[src/rtl/seq_detector_pkg.sv]
`default_nettype none
// ============================================================================
// Module   : seq_detector_pkg
// Purpose  : Shared constants for the serial pattern detector: FSM state
//            encoding, the largest supported pattern length, and the width of
//            the window fill counter derived from it.
// Ports    : none (package)
// Revision : 1.0 - initial release
// ============================================================================
package seq_detector_pkg;

    // Largest pattern length the detector supports.
    localparam int c_max_width = 32;

    // Fill counter is sized for the largest pattern so every instance shares
    // one width; it only ever counts 0..WIDTH.
    localparam int c_fill_w = $clog2(c_max_width + 1);

    // Detector FSM encoding.
    localparam logic [0:0] S_FILL  = 1'b0;
    localparam logic [0:0] S_ARMED = 1'b1;

endpackage
`default_nettype wire

[src/rtl/sat_counter.sv]
`default_nettype none
// ============================================================================
// Module   : sat_counter
// Purpose  : W-bit up counter that sticks at all-ones instead of wrapping.
//            A synchronous clear wins over a simultaneous increment.
// Ports    : clock - rising-edge clock
//            clear - asynchronous active-high reset
//            inc   - add one this cycle (ignored once saturated)
//            clr   - synchronous clear to zero
//            q     - current count
// Revision : 1.0 - initial release
// ============================================================================
module sat_counter #(
    parameter int W = 8
) (
    input  logic         clock,
    input  logic         clear,
    input  logic         inc,
    input  logic         clr,
    output logic [W-1:0] q
);

    logic [W-1:0] r_q;

    always_ff @(posedge clock or posedge clear) begin
        if (clear) begin
            r_q <= '0;
        end else if (clr) begin
            r_q <= '0;
        end else if (inc && (r_q != '1)) begin
            r_q <= r_q + 1'b1;
        end
    end

    assign q = r_q;

endmodule
`default_nettype wire

[src/rtl/seq_detector.sv]
`default_nettype none
// ============================================================================
// Module   : seq_detector
// Purpose  : Serial pattern detector. Valid bits shift into a WIDTH-bit
//            window at the LSB; once WIDTH bits have been collected a window
//            equal to PATTERN produces a one-cycle registered pulse on x.
//            OVERLAP=1 keeps the window armed after a hit, OVERLAP=0 starts a
//            fresh fill. Optional saturating match counter.
// Macro    : SEQ_DETECTOR_COUNT_EN - when defined, builds the match counter
//            and honours count_clr; otherwise match_count is tied to zero.
// Ports    : clock       - rising-edge clock
//            clear       - asynchronous active-high reset
//            a_valid     - a carries a bit this cycle
//            a           - serial data bit (first bit = PATTERN MSB)
//            restart     - synchronous soft restart of detection
//            count_clr   - synchronous clear of match_count
//            x           - registered one-cycle match pulse
//            armed       - window holds WIDTH valid bits
//            match_count - saturating match count
// Revision : 1.0 - initial release
// ============================================================================
module seq_detector
    import seq_detector_pkg::*;
#(
    parameter int               WIDTH   = 4,
    parameter logic [WIDTH-1:0] PATTERN = 4'b1011,
    parameter int               OVERLAP = 1,
    parameter int               CNT_W   = 8
) (
    input  logic             clock,
    input  logic             clear,
    input  logic             a_valid,
    input  logic             a,
    input  logic             restart,
    input  logic             count_clr,
    output logic             x,
    output logic             armed,
    output logic [CNT_W-1:0] match_count
);

    localparam logic [c_fill_w-1:0] c_full = c_fill_w'(WIDTH);

    logic [0:0]          r_state;
    logic [WIDTH-1:0]    r_win;
    logic [c_fill_w-1:0] r_fill;
    logic                r_x;

    logic                w_accept;
    logic                w_match;
    logic                w_keep_on_match;
    logic [WIDTH-1:0]    w_win_nxt;
    logic [c_fill_w-1:0] w_fill_nxt;

    // restart drops any bit presented with it, so it never yields a match.
    assign w_accept   = a_valid & ~restart;
    assign w_win_nxt  = {r_win[WIDTH-2:0], a};
    assign w_fill_nxt = (r_fill == c_full) ? c_full : r_fill + 1'b1;
    assign w_match    = w_accept && (w_win_nxt == PATTERN) && (w_fill_nxt == c_full);

    // Overlapping mode keeps the full window after a hit so the tail of one
    // match can begin the next; non-overlapping mode refills from scratch.
    generate
        if (OVERLAP != 0) begin : g_overlap
            assign w_keep_on_match = 1'b1;
        end else begin : g_no_overlap
            assign w_keep_on_match = 1'b0;
        end
    endgenerate

    always_ff @(posedge clock or posedge clear) begin
        if (clear) begin
            r_win   <= '0;
            r_fill  <= '0;
            r_state <= S_FILL;
            r_x     <= 1'b0;
        end else begin
            r_x <= w_match;
            if (restart) begin
                r_win   <= '0;
                r_fill  <= '0;
                r_state <= S_FILL;
            end else if (a_valid) begin
                // In non-overlap mode the window is refilled completely
                // before it can match again, so its contents are left as-is.
                r_win <= w_win_nxt;
                if (w_match && !w_keep_on_match) begin
                    r_fill  <= '0;
                    r_state <= S_FILL;
                end else begin
                    r_fill  <= w_fill_nxt;
                    r_state <= (w_fill_nxt == c_full) ? S_ARMED : S_FILL;
                end
            end
        end
    end

    assign x     = r_x;
    assign armed = (r_state == S_ARMED);

`ifdef SEQ_DETECTOR_COUNT_EN
    // The counter advances on the same edge that launches x, so the new
    // count is visible in the same cycle as the pulse.
    sat_counter #(
        .W (CNT_W)
    ) u_match_cnt (
        .clock (clock),
        .clear (clear),
        .inc   (w_match),
        .clr   (count_clr),
        .q     (match_count)
    );
`else
    logic w_unused_count_clr;
    assign w_unused_count_clr = count_clr;
    assign match_count        = '0;
`endif

endmodule
`default_nettype wire

[config.mk]
export PLATFORM = sky130hd
export DESIGN_NAME = seq_detector
export DESIGN_NICKNAME = d
export VERILOG_FILES = /design/src/rtl/seq_detector_pkg.sv /design/src/rtl/sat_counter.sv /design/src/rtl/seq_detector.sv
export SDC_FILE = /design/constraint.sdc
export NUM_CORES = 1
export LEC_CHECK = 0
export ABC_AREA = 1
export ABC_CLOCK_PERIOD_IN_PS = 1700
export BUFFER_PORTS_ARGS = -buffer_cell sky130_fd_sc_hd__clkbuf_2
export CAP_MARGIN = 20
export CORE_ASPECT_RATIO = 0.75
export CORE_MARGIN = 5
export CORE_UTILIZATION = 25
export CTS_BUF_LIST = sky130_fd_sc_hd__clkbuf_8 sky130_fd_sc_hd__clkbuf_16
export CTS_CLUSTER_DIAMETER = 200
export DETAILED_ROUTE_END_ITERATION = 12
export PLACE_DENSITY = 0.5
export SYNTH_ARGS = -nofsm -noshare
export SYNTH_HDL_FRONTEND = slang
export SYNTH_SLANG_ARGS = --single-unit
[constraint.sdc]
create_clock -name clock -period 1.7 [get_ports clock]
set_input_delay 0.17 -clock clock [delete_from_list [all_inputs] [get_ports clock]]
set_output_delay 0.17 -clock clock [all_outputs]
set_load 0.02 [all_outputs]
==> run_results.csv, run 1 <==
group,metric,value,unit
run_status,status,"completed",
cts,path_clk_slew,50,ps
setup_path,worstPathRequired,1830,ps
cts,cts_tree,"built",
floorplanning,fp.coreArea,0.00258,mm^2
global_route,grt_pass1_vias,415,
layout,area.sequential,275,um^2
setup_path,start_kind,"flip-flop",
timing,timing.setup.tns,0,ps
detailed_routing,first_iter_violations,31,
timing,hold_viol,0,
timing,final_max_slew_viol_count,0,
layout,multi_input_comb_area,305,um^2
timing,whs,175,ps
synth,synthesis.area,667,um^2
synth,yosys.area.top_type,"dfrtp_1",
setup_path,worst-r2r-cell-count,6,
setup_path,path_max_fanout,4,
cts,cts.repair.resized,0,
detailed_routing,routed_wl,1.24,mm
timing,period_minus_slack,1320,ps
timing,clock.fmax,0.758,GHz
synth,yosysTopAreaCellShare,41.3,%
synth,synth_edf_count,0,
detailed_routing,route.detailed.drc,0,
detailed_routing,vias_per_cell,3.88,
cts,cts_setup_buffers,0,
power,p_total,0.617,mW
setup_path,rrSetupSlack,380,ps
cts,clk_latency,240,ps
timing,setup_violations,0,
power,max-vdd-ir-drop,0.335,mV
floorplanning,pin_count,16,
detailed_routing,vias,485,
layout,num_antenna_cells,0,
global_route,grtUsageTotal,7.19,%
synth,yosys-top-cells-count,"nand2_1, dfrtp_1, inv_1",
placed_design,hpwl,962,um
timing,period_share,77.6,%
setup_path,end_kind,"flip-flop",
cts,cts_buffers,3,
cts,cts_max_level,1,
timing,rsz0062_at_grt,"no",
timing,finalClockSkew,5.42,ps
synth,ys_seq_area_share,41.3,%
detailed_routing,dr.pass1.iters,4,
synth,synth.area.top_cells,"dfrtp_1, buf_4, nand2_1",
synth,syn_inst,79,
timing,setup_ws,380,ps
synth,ys.flop_type,"dfrtp_1",
floorplanning,die_h,54.7,um
synth,yosys.cell_types.count,19,
run,maxCapViolations,0,
power,p_per_area,808,mW/mm^2
floorplanning,floorplan.rows,16,
synth,synthArstFlopShare,100,%
cts,cts_root_buffer,"clkbuf_8",
detailed_routing,antenna_left,0,
power,p_leak,0.368,nW
cts,cts_hold_buf,1,
setup_path,cp.arrival,1450,ps
layout,nets,98,
hold_path,worstHoldPathType,"in2reg",
floorplanning,start_util,25.8,%
synth,yosysWarnings,0,
layout,drive_gt1_share,23.6,%
global_route,antenna_found_initial,0,
hold_path,holdPathStages,3,
synth,yosysMostFrequentCell,"nand2_1",
floorplanning,dieArea,0.00381,mm^2
global_route,grt_pass1_wl,1.95,mm
placed_design,numPortBuffers,6,
global_route,overflow,0,
layout,area_growth,14.4,%
cts,clock_sinks,11,
cts,clockBufferDepth,2,
layout,n_fill_cell,278,
floorplanning,die_x,69.6,um
global_route,grt_max_degree,12,
setup_path,critPathKind,"reg2reg",
synth,synth_area_per_cell,8.44,um^2
placed_design,gp_congestion,0.755,
synth,synth_seq_cells,11,
placed_design,dp_slack,367,ps
layout,final_util,29.6,%
detailed_routing,routedWlPerCell,9.91,um
## kinds of logic (layout without fill, tap and decap cells)
kind of cell	after synthesis	after routing	synth area share [%]
adders and majority gates	2	2	3.75
buffers and inverters	22	25	16.9
and+or+nand+nor	31	31	26.6
AOI/OAI and AO/OA	10	10	8.25
xor gates and xnor gates	2	2	2.63
other	1	8	0.562
DFF	11	11	41.3
## state kept, by name (all words and copies together), names as in the netlist
register,flops
armed,1
r_win,3
x,1
r_fill,6
## power breakdown
group / switching [mW] / internal, mW / total (mW)
registers: 0.00722 / 0.270 / 0.277
clock network: 0.102 / 0.159 / 0.261
logic: 0.0570 / 0.0224 / 0.0793
## layout make-up
type | count | share of cell area, %
multi-input cells | 53 | 40.0
flip-flops and latches | 11 | 36.1
inverters | 14 | 6.89
well taps | 36 | 5.90
clock buffers | 3 | 5.41
repair buffers | 7 | 5.25
clock inverters | 1 | 0.492
## cell usage in the layout, fill, tap and decap left out, types with 3 or more instances in the layout
master	netlist	final
o22ai_1	4	4
inv_1	11	12
inv_2	3	3
nor2_2	3	3
o21ai_1	6	6
nand2_1	14	14
clkbuf_8	0	3
nor2_1	4	4
conb_1	1	8
clkbuf_2	0	6
dfrtp_1	11	11
## through the flow
stage                     instance area [um^2]  cells
after global routing                       763    125
after global placement                     708    120
after CTS                                  763    125
final                                      763    125
after floorplan                            693     86
after detailed placement                   708    120
## critical path, cell delays in order (launching register included)
cell	delay [ps]
dfrtp_1	410
ha_1	230
nand3_1	100
xor2_1	270
nor2_4	60
nand3_2	90
nand2_1	50
## routing by layer
metal / global-route usage, % / up-vias / share of wire [%]
li1: - / 255 / -
met1: 8.97 / 209 / 50
met2: 9.49 / 17 / 40
met3: 3.30 / 4 / 7.1
met4: 5.73 / 0 / 3.4
met5: 0 / - / 0
## final timing paths
kind,start,to
max in group asynchronous,clear,r_fill[1]
setup / recovery,r_fill[0],armed
hold reg to reg,r_win[2],r_win[2]
setup reg to reg,r_fill[0],armed
min in group asynchronous,clear,r_fill[4]
hold / removal,a,r_win[0]
(Power assumes the default switching activity.)
==> inputs of run 2 (changes only) <==
--- a/config.mk
+++ b/config.mk
@@ -5,8 +5,8 @@
 export SDC_FILE = /design/constraint.sdc
 export NUM_CORES = 1
 export LEC_CHECK = 0
-export ABC_AREA = 1
-export ABC_CLOCK_PERIOD_IN_PS = 1700
+export ABC_AREA = 0
+export ABC_CLOCK_PERIOD_IN_PS = 1220
 export BUFFER_PORTS_ARGS = -buffer_cell sky130_fd_sc_hd__clkbuf_2
 export CAP_MARGIN = 20
 export CORE_ASPECT_RATIO = 0.75
==> constraint.sdc (replaced) <==
create_clock -name clock -period 1.22 [get_ports clock]
set_input_delay 0.122 -clock clock [delete_from_list [all_inputs] [get_ports clock]]
set_output_delay 0.122 -clock clock [all_outputs]
set_load 0.02 [all_outputs]
==> run_results.csv, run 2 <==
group,metric,value,unit
cts,path_clk_slew,50,ps
cts,clk_latency,240,ps
cts,clock_sinks,11,
synth,ys_seq_area_share,40.1,%
floorplanning,floorplan.rows,16,
power,p_leak,0.410,nW
placed_design,placed_cells,122,
synth,syn_inst,75,
setup_path,rr_startpoint,"r_fill[0]",
timing,finalClockSkew,3.74,ps
timing,timing.setup.tns,-610,ps
synth,yosys.area.top_type,"dfrtp_1",
synth,yosys.cell_types.count,28,
hold_path,worstHoldPathType,"in2reg",
synth,ys.flop_type,"dfrtp_1",
detailed_routing,route.detailed.drc,0,
setup_path,worstPathRequired,1370,ps
power,p_per_area,960,mW/mm^2
timing,period_share,113,%
synth,yosysWarnings,0,
global_route,grtUsageTotal,8.49,%
floorplanning,start_util,26.2,%
floorplanning,dieArea,0.00391,mm^2
detailed_routing,routed_wl,1.54,mm
timing,setup_ws,-154,ps
synth,synthesis.area,687,um^2
synth,synthArstFlopShare,100,%
run,maxCapViolations,0,
placed_design,hpwl,1.06,mm
setup_path,path_max_fanout,3,
cts,cts_buffers,3,
layout,drive_gt1_share,39.4,%
floorplanning,die_x,70.5,um
detailed_routing,vias,583,
layout,nets,103,
setup_path,start_kind,"flip-flop",
layout,final_common_cell,"buf_4",
synth,synth_seq_cells,11,
layout,final_cell_mix,"buf_4, conb_1, dfrtp_1",
timing,rsz0062_at_grt,"yes",
power,p_total,0.876,mW
cts,cts_root_buffer,"clkbuf_8",
timing,setup_violations,5,
cts,cts_max_level,1,
global_route,antenna_found_initial,0,
layout,fin_cells,130,
synth,yosysTopAreaCellShare,40.1,%
setup_path,end_kind,"flip-flop",
synth,synth_area_per_cell,9.16,um^2
detailed_routing,routedWlPerCell,11.9,um
floorplanning,pin_count,16,
cts,clockBufferDepth,2,
global_route,grt_pass1_vias,606,
detailed_routing,dr.pass1.iters,4,
setup_path,worstSetupStartpoint,"r_fill[0]",
synth,synth_edf_count,0,
setup_path,critPathKind,"reg2reg",
layout,largest-register,"r_fill",
timing,period_minus_slack,1370,ps
global_route,grt_pass1_wl,2.65,mm
setup_path,cp.arrival,1530,ps
layout,num_antenna_cells,0,
floorplanning,die_h,55.4,um
detailed_routing,first_iter_violations,13,
synth,yosysMostFrequentCell,"dfrtp_1",
timing,hold_viol,0,
run_status,violations,"negative setup slack",
placed_design,numPortBuffers,6,
cts,cts_tree,"built",
run_status,status,"finished, violations left",
synth,synth.area.top_cells,"dfrtp_1, buf_4, mux2i_1",
floorplanning,fp.coreArea,0.00262,mm^2
layout,largest_register_ffs,6,
placed_design,gp_congestion,0.783,
detailed_routing,antenna_left,0,
global_route,grt_max_degree,12,
hold_path,min_from,"a",
synth,yosys-top-cells-count,"dfrtp_1, buf_4, nor2_1",
detailed_routing,vias_per_cell,4.48,
layout,area_growth,32.8,%
global_route,overflow,0,
power,max-vdd-ir-drop,0.463,mV
timing,clock.fmax,0.728,GHz
layout,top_regs,"r_fill x6, r_win x3",
timing,final_max_slew_viol_count,0,
## run 2: changes by cell type in the layout (fill, tap and decap cells not counted), sizes merged, moves of 3 or more
| cell | previous run | this run |
|---|---|---|
| buf | 0 | 13 |
| o22ai | 4 | 0 |
| nor2 | 10 | 7 |
| o21ai | 6 | 3 |
| inv | 15 | 4 |
| or3 | 0 | 3 |
| a21oi | 0 | 5 |
| nand2 | 15 | 4 |
| mux2i | 0 | 4 |
## run 2: stage by stage
stage          instance area [um^2]  hold WS (ps)  worst slack, ps  utilization [%]
3_3_place_gp                    786           133             -119             30.0
5_1_grt                         912           206             -242             34.8
6_report                        912           179             -154             34.8
3_5_place_dp                    786           129             -141             30.0
2_1_floorplan                   723         -25.6             -145                -
4_1_cts                         882           160             -142             33.6
## run 2: cell families (layout without fill, tap and decap cells)
kind of cell    after synthesis  in the layout  synth area share [%]
compound gates               10             10                  8.92
xor+xnor                      3              3                  3.83
fa+ha+maj                     2              2                  3.64
buf+inv                      15             27                  14.4
flops                        11             11                  40.1
mux                           4              4                  5.83
other cells                   1              8                 0.546
simple gates                 29             29                  22.8
## run 2: what timing repair did
action                                  4_1_cts  5_1_grt
hold endpoints to repair                     11        0
hold buffers                                  1        0
buffers inserted                              1        2
pin swaps                                     4        4
endpoints found under the setup margin        7        7
resized for setup                             9        3
## run 2: final cells by class
type / instances / area [um^2]
multi-input combinational: 56 / 394
sequential: 11 / 279
timing repair buffer: 20 / 138
inverter: 3 / 11.3
tap: 36 / 45.0
fill: 275 / 1710
clock inverter: 1 / 3.75
clock buffer: 3 / 41.3
## run 2: per-layer routing
metal	wire length (um)	track usage [%]
met1	658	9.88
met2	735	13.7
met5	0	0
met4	11	2.46
met3	137	4.17
## run 2: worst paths after layout
check,end,slack [ps],depth (start not counted)
hold / removal,x,180,3
min in group asynchronous,r_fill[3],410,3
setup / recovery,r_fill[2],-150,5
hold reg to reg,armed,500,2
max in group asynchronous,r_fill[4],490,3
setup reg to reg,r_fill[2],-150,5
## run 2: power by group
| part | leakage (nW) | switching [mW] | internal [mW] | total, mW |
|---|---|---|---|---|
| clock | 0.0269 | 0.134 | 0.221 | 0.354 |
| combinational | 0.236 | 0.0826 | 0.0567 | 0.139 |
| sequential | 0.146 | 0.00749 | 0.375 | 0.382 |
## run 2: worst max-delay path, cell delays in order (launching register included)
cell and delay, ps:
dfrtp_1 400, inv_2 90, ha_4 130, nand2_2 50
or4_4 440, a211oi_2 180
